## config.mk

```make
export PLATFORM = sky130hd
export DESIGN_NAME = conv_batch_sequencer_flat
export DESIGN_NICKNAME = d
export VERILOG_FILES = /design/src/rtl/conv_pkg.sv /design/src/rtl/conv_batch_sequencer_if.sv /design/src/rtl/conv_watchdog.sv /design/src/rtl/conv_batch_sequencer.sv /design/src/flat_wrapper.sv
export SDC_FILE = /design/constraint.sdc
export NUM_CORES = 1
export LEC_CHECK = 0
export CORE_MARGIN = 1
export CORE_UTILIZATION = 44
export CTS_CLUSTER_DIAMETER = 60
export CTS_CLUSTER_SIZE = 8
export DETAILED_ROUTE_END_ITERATION = 16
export GPL_TIMING_DRIVEN = 0
export PLACE_DENSITY = 0.85
export RECOVER_POWER = 25
export SLEW_MARGIN = 20
export SYNTH_ARGS = -nofsm -noshare
export SYNTH_HDL_FRONTEND = slang
export SYNTH_SLANG_ARGS = --single-unit
```

## constraint.sdc

```tcl
create_clock -name clk -period 6.6 [get_ports clk]
set_clock_uncertainty 0.05 [all_clocks]
set_input_delay 1.32 -clock clk [delete_from_list [all_inputs] [get_ports clk]]
set_output_delay 1.32 -clock clk [all_outputs]
set_load 0.005 [all_outputs]
```

## src/rtl/conv_pkg.sv

```systemverilog
// Shared types and default constants for the batch conversion sequencer.
package conv_pkg;

    typedef enum logic [3:0] {
        IDLE,
        ARMED,
        FETCH,
        LOAD,
        ISSUE,
        WAIT,
        STORE,
        ADVANCE,
        DONE
    } state_e;

    localparam int N_ITEMS_DEF     = 25;
    localparam int ADDR_W_DEF      = 5;
    localparam int DATA_W_DEF      = 32;
    localparam int TIMEOUT_CYC_DEF = 64;

endpackage

```

## src/rtl/conv_batch_sequencer_if.sv

```systemverilog
// Source buffer, converter and destination buffer signals of the sequencer.
// master: the sequencer side; slave: buffers/converter side.
interface conv_batch_sequencer_if
    import conv_pkg::*;
#(
    parameter int ADDR_W = ADDR_W_DEF,
    parameter int DATA_W = DATA_W_DEF
);
    logic              src_rd;
    logic [ADDR_W-1:0] src_addr;
    logic [DATA_W-1:0] src_data;
    logic              conv_start;
    logic [DATA_W-1:0] conv_in;
    logic              conv_done;
    logic [DATA_W-1:0] conv_out;
    logic              dst_wr;
    logic [ADDR_W-1:0] dst_addr;
    logic [DATA_W-1:0] dst_data;

    modport master (
        output src_rd, src_addr, conv_start, conv_in, dst_wr, dst_addr, dst_data,
        input  src_data, conv_done, conv_out
    );

    modport slave (
        input  src_rd, src_addr, conv_start, conv_in, dst_wr, dst_addr, dst_data,
        output src_data, conv_done, conv_out
    );
endinterface

```

## src/rtl/conv_watchdog.sv

```systemverilog
// Converter watchdog: counts cycles while enabled, flags expiry on the
// TIMEOUT_CYC-th enabled cycle. Only built when CONV_TIMEOUT_EN is defined.
module conv_watchdog #(
    parameter int TIMEOUT_CYC = 64
) (
    input  logic clk,
    input  logic rst,
    input  logic clr_i,
    input  logic en_i,
    output logic expired_o
);
    localparam int CW = $clog2(TIMEOUT_CYC + 1);

    logic [CW-1:0] cnt_q;

    assign expired_o = en_i && (cnt_q == CW'(TIMEOUT_CYC - 1));

    // Count enabled cycles; clear takes priority, hold once expired.
    always_ff @(posedge clk or posedge rst) begin
        if (rst)
            cnt_q <= '0;
        else if (clr_i)
            cnt_q <= '0;
        else if (en_i && !expired_o)
            cnt_q <= cnt_q + CW'(1);
    end
endmodule

```

## src/rtl/conv_batch_sequencer.sv

```systemverilog
// Batch sequencer: walks N_ITEMS words from the source buffer through a
// shared multi-cycle converter into the destination buffer, then pulses done.
// Optional: CONV_TIMEOUT_EN adds a converter watchdog and the sticky err flag.
module conv_batch_sequencer
    import conv_pkg::*;
#(
    parameter int N_ITEMS     = N_ITEMS_DEF,
    parameter int ADDR_W      = ADDR_W_DEF,
    parameter int DATA_W      = DATA_W_DEF,
    parameter int TIMEOUT_CYC = TIMEOUT_CYC_DEF
) (
    input  logic                   clk,
    input  logic                   rst,
    input  logic                   start_i,
    conv_batch_sequencer_if.master bus,
    output logic                   busy_o,
    output logic                   done_o,
    output logic [ADDR_W-1:0]      count_o,
    output logic                   err_o
);
    // One extra bit so N_ITEMS == 2**ADDR_W compares without wrapping.
    localparam int CNT_W = ADDR_W + 1;

    if (N_ITEMS < 1 || N_ITEMS > (2 ** ADDR_W) || TIMEOUT_CYC < 1) begin : g_bad_cfg
        $error("conv_batch_sequencer: illegal N_ITEMS/ADDR_W/TIMEOUT_CYC");
    end

    state_e            state_q, state_d;
    logic [CNT_W-1:0]  cnt_q, cnt_d, cnt_inc;
    logic [DATA_W-1:0] conv_in_q, conv_in_d;
    logic [DATA_W-1:0] dst_data_q, dst_data_d;
    logic [ADDR_W-1:0] dst_addr_q, dst_addr_d;
    logic              busy_q, busy_d;
    logic              wd_expired;

`ifdef CONV_TIMEOUT_EN
    logic err_q, err_d;
    logic wd_clr, wd_en;

    conv_watchdog #(.TIMEOUT_CYC(TIMEOUT_CYC)) u_wd (
        .clk       (clk),
        .rst       (rst),
        .clr_i     (wd_clr),
        .en_i      (wd_en),
        .expired_o (wd_expired)
    );

    // Sticky timeout flag, cleared when a batch is launched.
    always_ff @(posedge clk or posedge rst) begin
        if (rst) err_q <= 1'b0;
        else     err_q <= err_d;
    end

    assign err_o = err_q;
`else
    assign wd_expired = 1'b0;
    assign err_o      = 1'b0;
`endif

    assign cnt_inc = cnt_q + CNT_W'(1);

    // Next-state and datapath-load decode; everything holds by default.
    always_comb begin
        state_d    = state_q;
        cnt_d      = cnt_q;
        conv_in_d  = conv_in_q;
        dst_data_d = dst_data_q;
        dst_addr_d = dst_addr_q;
        busy_d     = busy_q;
`ifdef CONV_TIMEOUT_EN
        err_d      = err_q;
        wd_clr     = 1'b0;
        wd_en      = 1'b0;
`endif
        case (state_q)
            IDLE:  if (start_i) state_d = ARMED;
            ARMED: if (!start_i) begin
                cnt_d   = '0;
                busy_d  = 1'b1;
`ifdef CONV_TIMEOUT_EN
                err_d   = 1'b0;
`endif
                state_d = FETCH;
            end
            FETCH: state_d = LOAD;
            LOAD: begin
                conv_in_d = bus.src_data;
                state_d   = ISSUE;
            end
            ISSUE: begin
`ifdef CONV_TIMEOUT_EN
                wd_clr  = 1'b1;
`endif
                state_d = WAIT;
            end
            WAIT: begin
`ifdef CONV_TIMEOUT_EN
                wd_en = 1'b1;
`endif
                if (bus.conv_done) begin
                    dst_data_d = bus.conv_out;
                    dst_addr_d = cnt_q[ADDR_W-1:0];
                    state_d    = STORE;
                end else if (wd_expired) begin
                    dst_data_d = '0;
                    dst_addr_d = cnt_q[ADDR_W-1:0];
`ifdef CONV_TIMEOUT_EN
                    err_d      = 1'b1;
`endif
                    state_d    = STORE;
                end
            end
            STORE: state_d = ADVANCE;
            ADVANCE: begin
                cnt_d   = cnt_inc;
                state_d = (cnt_inc == CNT_W'(N_ITEMS)) ? DONE : FETCH;
            end
            DONE: begin
                busy_d  = 1'b0;
                state_d = IDLE;
            end
            default: state_d = IDLE;
        endcase
    end

    // State register.
    always_ff @(posedge clk or posedge rst) begin
        if (rst) state_q <= IDLE;
        else     state_q <= state_d;
    end

    // Registered datapath: item counter, operand, result, write address, busy.
    always_ff @(posedge clk or posedge rst) begin
        if (rst) begin
            cnt_q      <= '0;
            conv_in_q  <= '0;
            dst_data_q <= '0;
            dst_addr_q <= '0;
            busy_q     <= 1'b0;
        end else begin
            cnt_q      <= cnt_d;
            conv_in_q  <= conv_in_d;
            dst_data_q <= dst_data_d;
            dst_addr_q <= dst_addr_d;
            busy_q     <= busy_d;
        end
    end

    assign bus.src_rd     = (state_q == FETCH);
    assign bus.src_addr   = cnt_q[ADDR_W-1:0];
    assign bus.conv_start = (state_q == ISSUE);
    assign bus.conv_in    = conv_in_q;
    assign bus.dst_wr     = (state_q == STORE);
    assign bus.dst_addr   = dst_addr_q;
    assign bus.dst_data   = dst_data_q;
    assign done_o         = (state_q == DONE);
    assign busy_o         = busy_q;
    assign count_o        = cnt_q[ADDR_W-1:0];
endmodule
```

## src/flat_wrapper.sv

```systemverilog
// flat-port wrapper written by rule: the top's interface ports become plain ports
module conv_batch_sequencer_flat import conv_pkg::*;
#(
    parameter int N_ITEMS     = N_ITEMS_DEF,
    parameter int ADDR_W      = ADDR_W_DEF,
    parameter int DATA_W      = DATA_W_DEF,
    parameter int TIMEOUT_CYC = TIMEOUT_CYC_DEF
)
  (clk, rst, start_i, busy_o, done_o, count_o, err_o, bus_src_rd, bus_src_addr, bus_conv_start, bus_conv_in, bus_dst_wr, bus_dst_addr, bus_dst_data, bus_src_data, bus_conv_done, bus_conv_out);
  conv_batch_sequencer_if #(.ADDR_W(ADDR_W), .DATA_W(DATA_W)) bus_i ();
  input  logic clk;
  input  logic rst;
  input  logic start_i;
  output logic busy_o;
  output logic done_o;
  output logic [ADDR_W-1:0] count_o;
  output logic err_o;
  output wire logic [$bits(bus_i.src_rd)-1:0] bus_src_rd;
  output wire logic [$bits(bus_i.src_addr)-1:0] bus_src_addr;
  output wire logic [$bits(bus_i.conv_start)-1:0] bus_conv_start;
  output wire logic [$bits(bus_i.conv_in)-1:0] bus_conv_in;
  output wire logic [$bits(bus_i.dst_wr)-1:0] bus_dst_wr;
  output wire logic [$bits(bus_i.dst_addr)-1:0] bus_dst_addr;
  output wire logic [$bits(bus_i.dst_data)-1:0] bus_dst_data;
  input wire logic [$bits(bus_i.src_data)-1:0] bus_src_data;
  input wire logic [$bits(bus_i.conv_done)-1:0] bus_conv_done;
  input wire logic [$bits(bus_i.conv_out)-1:0] bus_conv_out;
  assign bus_src_rd = bus_i.src_rd;
  assign bus_src_addr = bus_i.src_addr;
  assign bus_conv_start = bus_i.conv_start;
  assign bus_conv_in = bus_i.conv_in;
  assign bus_dst_wr = bus_i.dst_wr;
  assign bus_dst_addr = bus_i.dst_addr;
  assign bus_dst_data = bus_i.dst_data;
  assign bus_i.src_data = bus_src_data;
  assign bus_i.conv_done = bus_conv_done;
  assign bus_i.conv_out = bus_conv_out;
  conv_batch_sequencer #(.N_ITEMS(N_ITEMS), .ADDR_W(ADDR_W), .DATA_W(DATA_W), .TIMEOUT_CYC(TIMEOUT_CYC)) u_core (.clk(clk), .rst(rst), .start_i(start_i), .bus(bus_i), .busy_o(busy_o), .done_o(done_o), .count_o(count_o), .err_o(err_o));
endmodule
```

Word level (Yosys, flattened, before mapping) --
Cells that the tools add are included.
Word-level totals: bits in read-only memories 0, word-level logic and storage cells 35, bits in latches 0, RAM bits 0, bits of input ports 68, output and inout port bits 85, memories kept 0, register bits after elaboration 80
Operators by class: magnitude comparators 0, reductions and logical operators 7, divide/modulo/power cells 0, shift-type cells 0, bitwise operators 0, $mul 0, equal/unequal tests 12, $add $sub $neg 1, multiplexer cells 9
Operator list (number):
- 4-bit case mux with 8 select lines | 1
- 4-bit by 3-bit equality test with 1-bit output, second input constant | 4
- 4-bit 2-to-1 mux | 4
- 6-bit case mux with 2 select lines | 1
- 4-bit by 2-bit equality test with 1-bit output, second input constant | 2
- 6-bit by 1-bit adder with 6-bit output, second input constant | 1
- 6-bit by 5-bit equality test with 1-bit output, second input constant | 1
- 6-bit 2-to-1 mux | 1
- 2-bit != test, second input constant | 3
- 2-bit AND reduction | 3
- 4-bit by 1-bit equality test with 1-bit output, second input constant | 1
- 4-bit equality test, second input constant | 1
- 4-bit logical NOT | 1
- 2-bit nonzero test | 2
- 3-bit AND reduction | 1
- 1-bit case mux with 2 select lines | 1
- 1-bit 2-to-1 mux | 1

Depth between registers and ports, before layout --
word-level depth 4, depth in mapped cells 6, mapped depth without buffers 6

Least setup slack after synthesis --
OpenSTA, ideal clock, no wires.
path type in2reg, start in bus_conv_done, end reg u_core.dst_data_q[0] (netlist: u_core.bus.dst_data[0]), path buffers 1, arrival 2.248 ns, required time 6.425 ns, path slack 4.178 ns, setup time 0.125 ns, cell stages on the path 4, cell sequence nand2_1 -> nor3_4 -> buf_6 -> mux2_2
On the way: word-level cells in the longest chain between the ends 1
Ends and longest elaborated chain:
- start: declaration | line flat_wrapper.sv:26 | input wire logic [$bits(bus_i.conv_done)-1:0] bus_conv_done;
- 2-bit AND reduction (no source line)
- end signal: assignment | line conv_batch_sequencer.sv:143 | dst_data_q <= dst_data_d;
- end: declaration | line conv_batch_sequencer.sv:31 | logic [DATA_W-1:0] dst_data_q, dst_data_d;
Every way passes these cells. A chain may end at the register's enable or synchronous reset.

Worst setup path in the final report --
start reg u_core.state_q[1], end out bus_src_rd
On the way: word-level cells in the longest chain between the ends 1
Ends and longest elaborated chain:
- start: declaration | line conv_batch_sequencer.sv:28 | state_e state_q, state_d;
- start signal: assignment | line conv_batch_sequencer.sv:129 | else state_q <= state_d;
- 4-bit by 2-bit equality test with 1-bit output | line conv_batch_sequencer.sv:149 | assign bus.src_rd = (state_q == FETCH);
- end: declaration | line flat_wrapper.sv:18 | output wire logic [$bits(bus_i.src_rd)-1:0] bus_src_rd;
Every way passes these cells.

==> impl_results.md <==
- F_max: roughly 0.31 GHz
- Initial antenna violation count: 0
- Hold Path Class: register to register
- Leading area contributor after synthesis: dfrtp_1
- First-pass GRT wire length: 11.52 mm
- Outcome: finished, violations left
- GR met2 Demand/Resource: around 34%
- Vias: 2419
- Rel. slew slack: -2.396%
- Top-area cell type share of the netlist area: 60.29%
- Avg Inst Size Synth: roughly 14 um2
- Synth top area cells: dfrtp_1, mux2_2, buf_4
- Worst hold path cell count: 1
- Netlist cell types: 34
- Vias in the first global route: roughly 2.4k
- Switch Pwr: around 640 uW
- Top_reg_cell synth: dfrtp_1
- Total track usage: about a fifth
- First-pass DRT Iterations: 4
- CP Capture Type: output port
- Die H: around 89 um
- Clk sinks: 80
- Dpl hpwl: between 5 and 6 mm
- Full die area: between 7000 and 8000 um2
- I/O pin count: between 150 and 200
- GP Congestion: between 0.7 and 0.8
- Global Route met1 Usage: around 23%
- Routed Antenna Nets: 0
- CP Cell Sequence: buf_2 > nand2b_1 > nor3_1 > clkdlybuf4s50_1
- Syn Nets: about 310
- Sequential share of the synthesized area: between 60% and 70%
- WP buf/inv: 2
- Number of synthesized register bits: 80
- Skew-Pair Late Insertion Delay: between 0.3 and 0.4 ns
- Core area: between 7000 and 8000 um2
- H-tree depth: 3
- WS Path Type: register to output port
- Max Fanout on Critical Path: 10
- Share of cells above drive strength 1: 25.31%
- Period utilization: 48.36%
- Clock-pin slew on the worst setup and hold paths: ~0.08 ns
- DRT iter0 DRCs: 55
- Final hold vios: 0
- Max incr delay on CP: between 0.5 and 0.6 ns
- Setup TNS: 0 ns
- Antenna cell count: 0
- Most common cell in the netlist: dfrtp_1
- Syn-to-layout area delta: 56.48%
- CTS Buffer Depth: 2
- WL/cell: between 15 and 20 um
- Pins Over Slew Limit: 33
- Setup Viol. Count Final: 0
- Internal power: approximately 1.7 mW
- CTS tree: done
- Number of buffers added on ports: between 150 and 200
- Reg2reg path depth: 4
- Synthesized instance count: between 200 and 250
- Clk Tree Root Cell: clkbuf_8
- DRC errors left: 0
- Hold_buf cts: 0
- Combinational power share: a little under half
- Critical path depth: 4
- Number of synthesized flops with an enable pin: 0
- Worst EP required: 5.23 ns
- Met3 GRT Util: around 4.2%
- Largest net degree at the start of global routing: slightly below 50
- Ys Warns: 0
- Final wirelength: roughly 7.6 mm
- VDD IR max: 0.1943 mV
- PwrDens: ~440 nW/um2
- Chip width: ~89 um
- Util after Layout: 71.26%
- CTS buffer count: 9
- Row cnt: 31
- Sw Ratio: roughly 28%
- Cell Area, Synth: 3321 um2
- Reg power frac: a little under two fifths
- Slew @ Worst Pin: 1.528 ns
- Final Critical Period: about 3.2 ns
- Violated checks: capacitance limit, slew limit
- Max cap viols: 1
- RSZ-0062 raised after global routing: no
- Startpoint Class: register
- Busiest grt layer: met2
- Ys async rst share: 100.0%
- Slowest CP cell: clkdlybuf4s50_1
- CTS resizes: 0
- Grt ovf: 0
- Initial Util: between 40% and 50%
- Via-to-Cell Ratio: about 4.8
- Cell family with most CP delay: buffers and inverters
- Post-CTS setup repair buffer count: 0
- List of most frequent post-synthesis cells: dfrtp_1, mux2_2, buf_4, o21ai_0, nand2_1
- Layout Nets: between 400 and 500
- CP arrival: ~1.8 ns
- Clock power share: around 17%
- Static leakage power: 2.166 nW
[state kept, by name (all words and copies together), names as in the netlist]
| signal | count |
|---|---|
| u_core.busy_o | 1 |
| u_core.bus.conv_in | 32 |
| u_core.bus.dst_data | 32 |
| u_core.cnt_q | 6 |
| u_core.state_q | 4 |
| u_core.bus.dst_addr | 5 |
[logic make-up after synthesis]
group	share of synthesized area, %
flip-flops	60.29
multiplexers	23.40
other	0.1129
XOR/XNOR	1.055
AO/OA/AOI/OAI	3.165
adder cells (fa/ha/maj)	0.7535
AND/OR/NAND/NOR	6.142
buffers and inverters	5.087
[power by group through the flow]
stage	sequential [mW]	clock (mW)	combinational (mW)
finish	0.849	0.395	1.06
global route	0.883	0.422	1.15
CTS	0.853	0.403	1.08
detailed placement	0.862	0	1.08
global placement	0.845	0	1.04
floorplan	0.869	0	0.451
[cells in the final DEF, fill, tap and decap left out, types with 2 or more instances in the layout]
| master | count |
|---|---|
| clkbuf_8 | 10 |
| xor2_1 | 3 |
| clkbuf_1 | 8 |
| and2_1 | 2 |
| nor3_1 | 4 |
| nor2b_1 | 2 |
| nand2_1 | 9 |
| nand2b_1 | 2 |
| mux2_2 | 67 |
| o21ai_0 | 10 |
| clkinvlp_4 | 2 |
| o31ai_1 | 2 |
| buf_2 | 2 |
| dfrtp_1 | 80 |
| mux2_1 | 2 |
| nand3_1 | 2 |
| clkdlybuf4s50_1 | 148 |
| inv_1 | 2 |
| dlygate4sd3_1 | 3 |
| buf_6 | 3 |
| buf_4 | 11 |
| nor4_1 | 3 |
| nor2_1 | 6 |
| bufinv_16 | 2 |
| ha_1 | 2 |
[worst paths after layout]
check	from	endpoint	slack [ns]
worst max-delay path	u_core.state_q[1]$_DFFE_PP0P_	bus_src_rd	3.41
worst min-delay path	u_core.bus.conv_in[24]$_DFFE_PP0N_	u_core.bus.conv_in[24]$_DFFE_PP0N_	0.45
worst max register to register	u_core.state_q[3]$_DFFE_PP0P_	u_core.bus.conv_in[12]$_DFFE_PP0N_	4.39
worst min register to register	u_core.bus.conv_in[24]$_DFFE_PP0N_	u_core.bus.conv_in[24]$_DFFE_PP0N_	0.45
max in group asynchronous	rst	u_core.bus.dst_data[9]$_DFFE_PP0P_	3.95
min in group asynchronous	rst	u_core.bus.conv_in[8]$_DFFE_PP0N_	1.73
[area by class of cell]
cell class / count / area [um2]
Multi-Input combinational cell: 129 / 1145
Sequential cell: 80 / 2002
Buffer: 23 / 152.6
Fill cell: 535 / 2096
Clock inverter: 5 / 80.08
Timing Repair Buffer: 152 / 1539
Clock buffer: 11 / 141.4
Tap cell: 99 / 123.9
Inverter: 3 / 12.51
[per-stage QoR]
stage / setup WS (ns) / std cells / area, um2 / total power, mW / hold WS (ns)
5_1_grt: 3.298 / 502 / 5196 / 2.453 / 0.4694
3_5_place_dp: 3.406 / 486 / 4986 / 1.940 / 0.4228
2_1_floorplan: 3.178 / 235 / 3321 / 1.319 / 0.3992
4_1_cts: 3.367 / 502 / 5207 / 2.337 / 0.4468
6_report: 3.408 / 502 / 5196 / 2.306 / 0.4451
3_3_place_gp: 1.899 / 485 / 4956 / 1.890 / 0.4216
[layer usage]
| layer | vias to the layer above | routed length [um] | share of wire [%] |
|---|---|---|---|
| met4 | 0 | 159 | 2.1 |
| met3 | 15 | 560 | 7.4 |
| met1 | 1170 | 2927 | 39 |
| met2 | 96 | 3950 | 52 |
| li1 | 1138 | - | - |
| met5 | - | 0 | 0 |
Power figures use the tool's default switching activity.
